## config.mk

```make
export PLATFORM = sky130hd
export DESIGN_NAME = wb_arbiter2
export DESIGN_NICKNAME = d
export VERILOG_FILES = /design/src/rtl/wb_arbiter2.sv
export SDC_FILE = /design/constraint.sdc
export NUM_CORES = 1
export LEC_CHECK = 0
export BUFFER_PORTS_ARGS = -buffer_cell sky130_fd_sc_hd__buf_4
export CORE_AREA = 2 2 124 126
export CTS_CLUSTER_DIAMETER = 100
export DETAILED_ROUTE_END_ITERATION = 16
export DIE_AREA = 0 0 126 128
export GPL_TIMING_DRIVEN = 0
export HOLD_SLACK_MARGIN = 0.05
export PLACE_DENSITY_LB_ADDON = 0.05
export SYNTH_ARGS = -nofsm -noshare
export SYNTH_HDL_FRONTEND = slang
export SYNTH_SLANG_ARGS = --single-unit
```

## constraint.sdc

```tcl
create_clock -name clk -period 1.63 [get_ports clk]
set_clock_uncertainty 0.1 [all_clocks]
set_input_delay 0.326 -clock clk [delete_from_list [all_inputs] [get_ports clk]]
set_output_delay 0.326 -clock clk [all_outputs]
set_load 0.02 [all_outputs]
```

## src/rtl/wb_arbiter2.sv

```systemverilog
// wb_arbiter2: two-master Wishbone B4 classic arbiter in front of a single SRAM slave.
// Whole Wishbone cycles are granted (CYC-level lock). Masters alternate round-robin
// under contention. A watchdog ends a stalled strobe with an error response.
// Ports:
//   clk, rst           clock and synchronous active-high reset
//   m0_*/m1_*          master-side Wishbone ports (cyc/stb/we/adr/dat/sel in; dat/ack/err out)
//   s_*                slave-side Wishbone port (cyc/stb/we/adr/dat/sel out; dat/ack/err in)
//   grant_o            one-hot current owner {m1,m0}; 00 when idle
//   timeout_o          sticky flag: the watchdog has fired since reset
module wb_arbiter2 #(
  parameter int unsigned TIMEOUT = 1024,
  parameter int unsigned CNT_W   = $clog2(TIMEOUT + 1)
) (
  input  logic        clk,
  input  logic        rst,
  input  logic        m0_cyc_i,
  input  logic        m0_stb_i,
  input  logic        m0_we_i,
  input  logic [31:0] m0_adr_i,
  input  logic [31:0] m0_dat_i,
  input  logic [3:0]  m0_sel_i,
  output logic [31:0] m0_dat_o,
  output logic        m0_ack_o,
  output logic        m0_err_o,
  input  logic        m1_cyc_i,
  input  logic        m1_stb_i,
  input  logic        m1_we_i,
  input  logic [31:0] m1_adr_i,
  input  logic [31:0] m1_dat_i,
  input  logic [3:0]  m1_sel_i,
  output logic [31:0] m1_dat_o,
  output logic        m1_ack_o,
  output logic        m1_err_o,
  output logic        s_cyc_o,
  output logic        s_stb_o,
  output logic        s_we_o,
  output logic [31:0] s_adr_o,
  output logic [31:0] s_dat_o,
  output logic [3:0]  s_sel_o,
  input  logic [31:0] s_dat_i,
  input  logic        s_ack_i,
  input  logic        s_err_i,
  output logic [1:0]  grant_o,
  output logic        timeout_o
);

  typedef enum logic [1:0] {IDLE, GNT0, GNT1} state_t;

  state_t           r_state;
  state_t           w_next;
  logic             r_last;     // owner of the most recent grant (1 = m1)
  logic [CNT_W-1:0] r_cnt;
  logic             r_timeout;

  logic w_gnt0;
  logic w_gnt1;
  logic w_own_cyc;
  logic w_own_stb;
  logic w_resp;
  logic w_fire;

  assign w_gnt0 = (r_state == GNT0);
  assign w_gnt1 = (r_state == GNT1);

  // Next owner: hold while owner keeps cyc, hand off directly, round-robin on ties.
  always_comb begin
    w_next = r_state;
    case (r_state)
      IDLE: begin
        if (m0_cyc_i && m1_cyc_i) w_next = r_last ? GNT0 : GNT1;
        else if (m0_cyc_i)        w_next = GNT0;
        else if (m1_cyc_i)        w_next = GNT1;
      end
      GNT0: if (!m0_cyc_i) w_next = m1_cyc_i ? GNT1 : IDLE;
      GNT1: if (!m1_cyc_i) w_next = m0_cyc_i ? GNT0 : IDLE;
      default: w_next = IDLE;
    endcase
  end

  // Slave-side mux, selected purely by the registered owner.
  always_comb begin
    w_own_cyc = 1'b0;
    w_own_stb = 1'b0;
    s_we_o    = 1'b0;
    s_adr_o   = 32'h0;
    s_dat_o   = 32'h0;
    s_sel_o   = 4'h0;
    if (w_gnt0) begin
      w_own_cyc = m0_cyc_i;
      w_own_stb = m0_stb_i;
      s_we_o    = m0_we_i;
      s_adr_o   = m0_adr_i;
      s_dat_o   = m0_dat_i;
      s_sel_o   = m0_sel_i;
    end else if (w_gnt1) begin
      w_own_cyc = m1_cyc_i;
      w_own_stb = m1_stb_i;
      s_we_o    = m1_we_i;
      s_adr_o   = m1_adr_i;
      s_dat_o   = m1_dat_i;
      s_sel_o   = m1_sel_i;
    end
  end

  // Watchdog fires on the TIMEOUT-th consecutive unanswered strobe cycle.
  assign w_resp = s_ack_i | s_err_i;
  assign w_fire = w_own_cyc & w_own_stb & ~w_resp & (r_cnt == CNT_W'(TIMEOUT - 1));

  assign s_cyc_o = w_own_cyc;
  assign s_stb_o = w_own_stb & ~w_fire;  // strobe withdrawn in the error cycle

  assign m0_dat_o = s_dat_i;
  assign m1_dat_o = s_dat_i;
  assign m0_ack_o = s_ack_i & w_gnt0;
  assign m1_ack_o = s_ack_i & w_gnt1;
  assign m0_err_o = (s_err_i | w_fire) & w_gnt0;
  assign m1_err_o = (s_err_i | w_fire) & w_gnt1;

  assign grant_o   = {w_gnt1, w_gnt0};
  assign timeout_o = r_timeout;

  // State, round-robin history, watchdog counter and sticky timeout flag.
  always_ff @(posedge clk) begin
    if (rst) begin
      r_state   <= IDLE;
      r_last    <= 1'b1;
      r_cnt     <= '0;
      r_timeout <= 1'b0;
    end else begin
      r_state <= w_next;
      if (w_next == GNT0) r_last <= 1'b0;
      if (w_next == GNT1) r_last <= 1'b1;
      if (w_own_cyc && w_own_stb && !w_resp && !w_fire) r_cnt <= r_cnt + CNT_W'(1);
      else                                              r_cnt <= '0;
      if (w_fire) r_timeout <= 1'b1;
    end
  end

endmodule
```

==> key figures <==
Status
  • Status: complete, but fails checks
  • Violated checks: negative setup slack

STA
  • Hold violation count in the final report: 0
  • Measured slew at the worst slew-check pin: 0.5029 ns
  • Final setup violating endpoints: 77
  • Post-route fraction of the period consumed by the critical path: 120.8%
  • Worst hold margin: 0.2034 ns
  • Max-slew headroom at the worst pin: 66.47%
  • Setup repair after global routing missed its margin: yes
  • Count of final max-slew check failures: 0
  • Final critical-path setup slack: -0.3396 ns
  • Post-route minimum period: 1.970 ns
  • Max Clock Freq: 507.7 MHz

GRT
  • Busiest layer in global routing: met2
  • Via count of the first global-routing pass: 2,992
  • First-pass GRT wire length: 20,110 um
  • Global-route track usage on met2: 27.23%
  • Global routing usage on met3: 7.387%
  • Antenna violations before repair: 0
  • Sum of overflow across all layers after global routing: 0
  • Largest net degree at the start of global routing: 11
  • Total Routing Usage GR: 16.57%
  • Met1 Track Usage GR: 20.95%

Logic synthesis
  • Number of register bits inferred by synthesis: 15
  • Instance count of the mapped netlist: 237
  • Count of flip-flops with a built-in enable after synthesis: 0
  • Net Count, Synth: 416
  • Sequential share of the synthesized area: 15.25%
  • Synth warnings: 0
  • Most used flip-flop cell after synthesis: sky130_fd_sc_hd__dfxtp_1
  • Fraction of synthesis flops using an asynchronous set or reset pin: 0%
  • Count of different cell masters after synthesis: 40
  • Post-synthesis instance area: 0.001969 sq mm
  • Mean Syn Cell Area: 8.310 sq um

Finish
  • Total area of multi-input combinational cells: 0.001424 sq mm
  • Post-route design area: 0.005642 sq mm
  • Top library cells by usage in the layout, fill and taps aside: 283 x sky130_fd_sc_hd__buf_4, 87 x sky130_fd_sc_hd__buf_6, 44 x sky130_fd_sc_hd__a22o_1, 26 x sky130_fd_sc_hd__a22o_4, 12 x sky130_fd_sc_hd__clkbuf_16
  • Synthesis-to-finish area growth: 186.5%
  • Number of filler instances in the final layout: 1,545
  • Post-layout nets: 732
  • Proportion of layout cells with a drive suffix above 1: 82.07%
  • # diodes: 0
  • Commonest non-fill, non-tap cell in the layout: sky130_fd_sc_hd__buf_4
  • Utilization of the core after routing: 37.95%
  • Area used by sequential logic in the layout: 330.3 sq um

Die
  • Num ports: 320
  • Number of placement rows: 45
  • Core footprint: 0.01486 sq mm
  • Vertical extent of the die: 128 um
  • Die footprint: 0.01613 sq mm
  • Overall die width: 126 um
  • Initial core utilization: 13.25%

Placed design
  • Placement-stage worst setup slack: -0.5861 ns
  • Detailed placement HPWL: 12,370 um
  • Total of buffers placed on input and output ports: 287
  • Area post-placement: 0.004533 sq mm
  • Routability Congestion: 0.7993

Pwr
  • Total power of the final layout: 0.002546 W
  • Sequential group share of total power: 14.6%
  • Net switching power of the design: 0.0008827 W
  • P_int: 0.001663 W
  • IR drop worst, VDD: 0.0005351 V
  • Total power per unit cell area: 451.3 mW/mm^2
  • Clock network fraction of total power: 19.0%
  • Proportion of power drawn by combinational gates: 66.5%
  • Leak: 2.830 nW
  • Switching share of power: 34.67%

Clock tree
  • Num Clock Sinks: 15
  • Cts bufs inserted: 3
  • CTS tree: done
  • Hold buffer count at CTS: 0
  • CTS max path bufs: 2
  • Later-pin clock latency in the skew report: 0.25 ns
  • Clock slew seen by the registers of the worst setup and hold paths: 0.05 ns
  • Master cell of the clock root buffer: sky130_fd_sc_hd__clkbuf_16
  • CTS H-tree lvls: 1

Flow run
  • Number of max-cap violations: 0

Drt
  • Avg WL per Cell: 20.18 um
  • Via-per-instance ratio: 4.049
  • Antenna violation net count after detailed routing: 0
  • Final WL: 14,940 um
  • Residual DRC: 0
  • Count of TritonRoute iterations in the first routing pass: 4
  • Number of DRC markers in iteration 0: 121
  • Total vias in the final route: 2,996

Worst hold path
  • Endpoint of the worst hold path: r_last
  • Type of the most critical hold path: input port to register
  • Startpoint of the worst hold path: rst
  • WHS Path Cells: 2

Setup path
  • Endpoint of the worst-slack reg-to-reg timing path: r_cnt[7]
  • Critical path required time: 1.20 ns
  • Critical Path Sink Type: output port
  • Maximum fanout count along the critical path: 6
  • Slack of the worst reg-to-reg path: 0.09 ns
  • Category of the most critical setup path: register to output port
  • Worst reg-to-reg path cell count: 4
  • Startpoint of the worst-slack reg-to-reg timing path: r_cnt[4]
  • Critical Path AT: 1.54 ns
  • Standard cell with the maximum stage delay on the critical path: sky130_fd_sc_hd__dfxtp_4
  • Type of origin of the critical path: register
  • Chain of cells forming the critical path: nor2b_4 > clkbuf_16 > buf_12 > a22o_1 > buf_6
  • Max incr delay on CP: 0.37 ns
critical path: cells and delay by family, from the launching register on:
family | cells | cell delay (ns)
AND/OR/NAND/NOR | 1 | 0.25
flip-flops | 1 | 0.37
AO/OA/AOI/OAI | 1 | 0.18
buffers and inverters | 3 | 0.49
kinds of logic after synthesis:
logic type               count (synthesis)  synth area share, %
AO/OA/AOI/OAI                           93                39.01
flip-flops                              15                15.25
buffers and inverters                   84                29.35
XOR/XNOR                                 3                1.334
adder cells (fa/ha/maj)                  1               0.6352
AND/OR/NAND/NOR                         41                14.42
layout make-up:
class,count,area share (%)
Buffer,82,13.86
Clock buffer,3,1.331
Clock inverter,1,0.08871
Inverter,2,0.1331
Multi-Input combinational cell,138,25.24
Sequential cell,15,5.855
Tap cell,188,4.169
Timing Repair Buffer,311,49.32
metrics by stage:
| stage | TNS, ns | std cells |
|---|---|---|
| 2_1_floorplan | -3.021 | 237 |
| 3_3_place_gp | -30.61 | 712 |
| 3_5_place_dp | -32.86 | 712 |
| 4_1_cts | -18.26 | 729 |
| 5_1_grt | -24.08 | 740 |
| 6_report | -19.56 | 740 |
synth_stat cells (2+ instances only):
cell	instances	area share, %
sky130_fd_sc_hd__a211oi_1	2	0.76
sky130_fd_sc_hd__a21o_1	2	0.76
sky130_fd_sc_hd__a21oi_1	2	0.51
sky130_fd_sc_hd__a22o_1	70	31
sky130_fd_sc_hd__and2_1	2	0.64
sky130_fd_sc_hd__and3b_1	2	0.89
sky130_fd_sc_hd__and4b_1	2	1.0
sky130_fd_sc_hd__buf_2	12	3.0
sky130_fd_sc_hd__buf_4	66	25
sky130_fd_sc_hd__clkbuf_1	4	0.76
sky130_fd_sc_hd__dfxtp_1	15	15
sky130_fd_sc_hd__inv_1	2	0.38
sky130_fd_sc_hd__nand2_1	5	0.95
sky130_fd_sc_hd__nand2b_1	2	0.64
sky130_fd_sc_hd__nand3_1	5	1.3
sky130_fd_sc_hd__nor2_1	3	0.57
sky130_fd_sc_hd__nor2b_1	3	0.95
sky130_fd_sc_hd__nor3_1	5	1.3
sky130_fd_sc_hd__o21ai_0	5	1.3
sky130_fd_sc_hd__o22ai_1	2	0.64
sky130_fd_sc_hd__o31ai_1	4	1.5
sky130_fd_sc_hd__or3_1	2	0.64
sky130_fd_sc_hd__or3_2	2	0.76
sky130_fd_sc_hd__xor2_1	2	0.89
sequential cells by signal, indices dropped and copies added (netlist names):
name	count
r_cnt	11
r_last	1
r_state	2
timeout_o	1
power by group through the flow:
stage / Sequential, W / Clock [W] / Combinational, W
2_1_floorplan: 0.000386 / 0 / 0.000664
3_3_place_gp: 0.000388 / 0 / 0.00138
3_5_place_dp: 0.000388 / 0 / 0.00138
4_1_cts: 0.000372 / 0.000499 / 0.00163
5_1_grt: 0.000372 / 0.000519 / 0.00178
6_report: 0.000371 / 0.000483 / 0.00169
worst max path at each step:
stage,from,depth (start not counted),to
4_1_cts,r_cnt[5],4,m0_err_o
2_1_floorplan,r_cnt[0],4,m0_err_o
5_1_grt,r_cnt[1],5,m0_err_o
6_report,r_state[1],5,s_dat_o[3]
3_3_place_gp,r_state[0],5,s_dat_o[6]
3_5_place_dp,r_state[1],5,s_dat_o[5]
layer usage:
layer / share of wire, % / vias up
met5: 0 / -
met2: 48 / 143
met3: 11 / 6
met4: 0.60 / 0
met1: 40 / 1373
li1: - / 1474
timing repair:
item,in CTS,in global routing
setup buffers,10,3
setup endpoints to repair,87,77
gates resized for setup,166,10
pin swaps,25,42
cloned,3,8
Power figures use the tool's default switching activity.
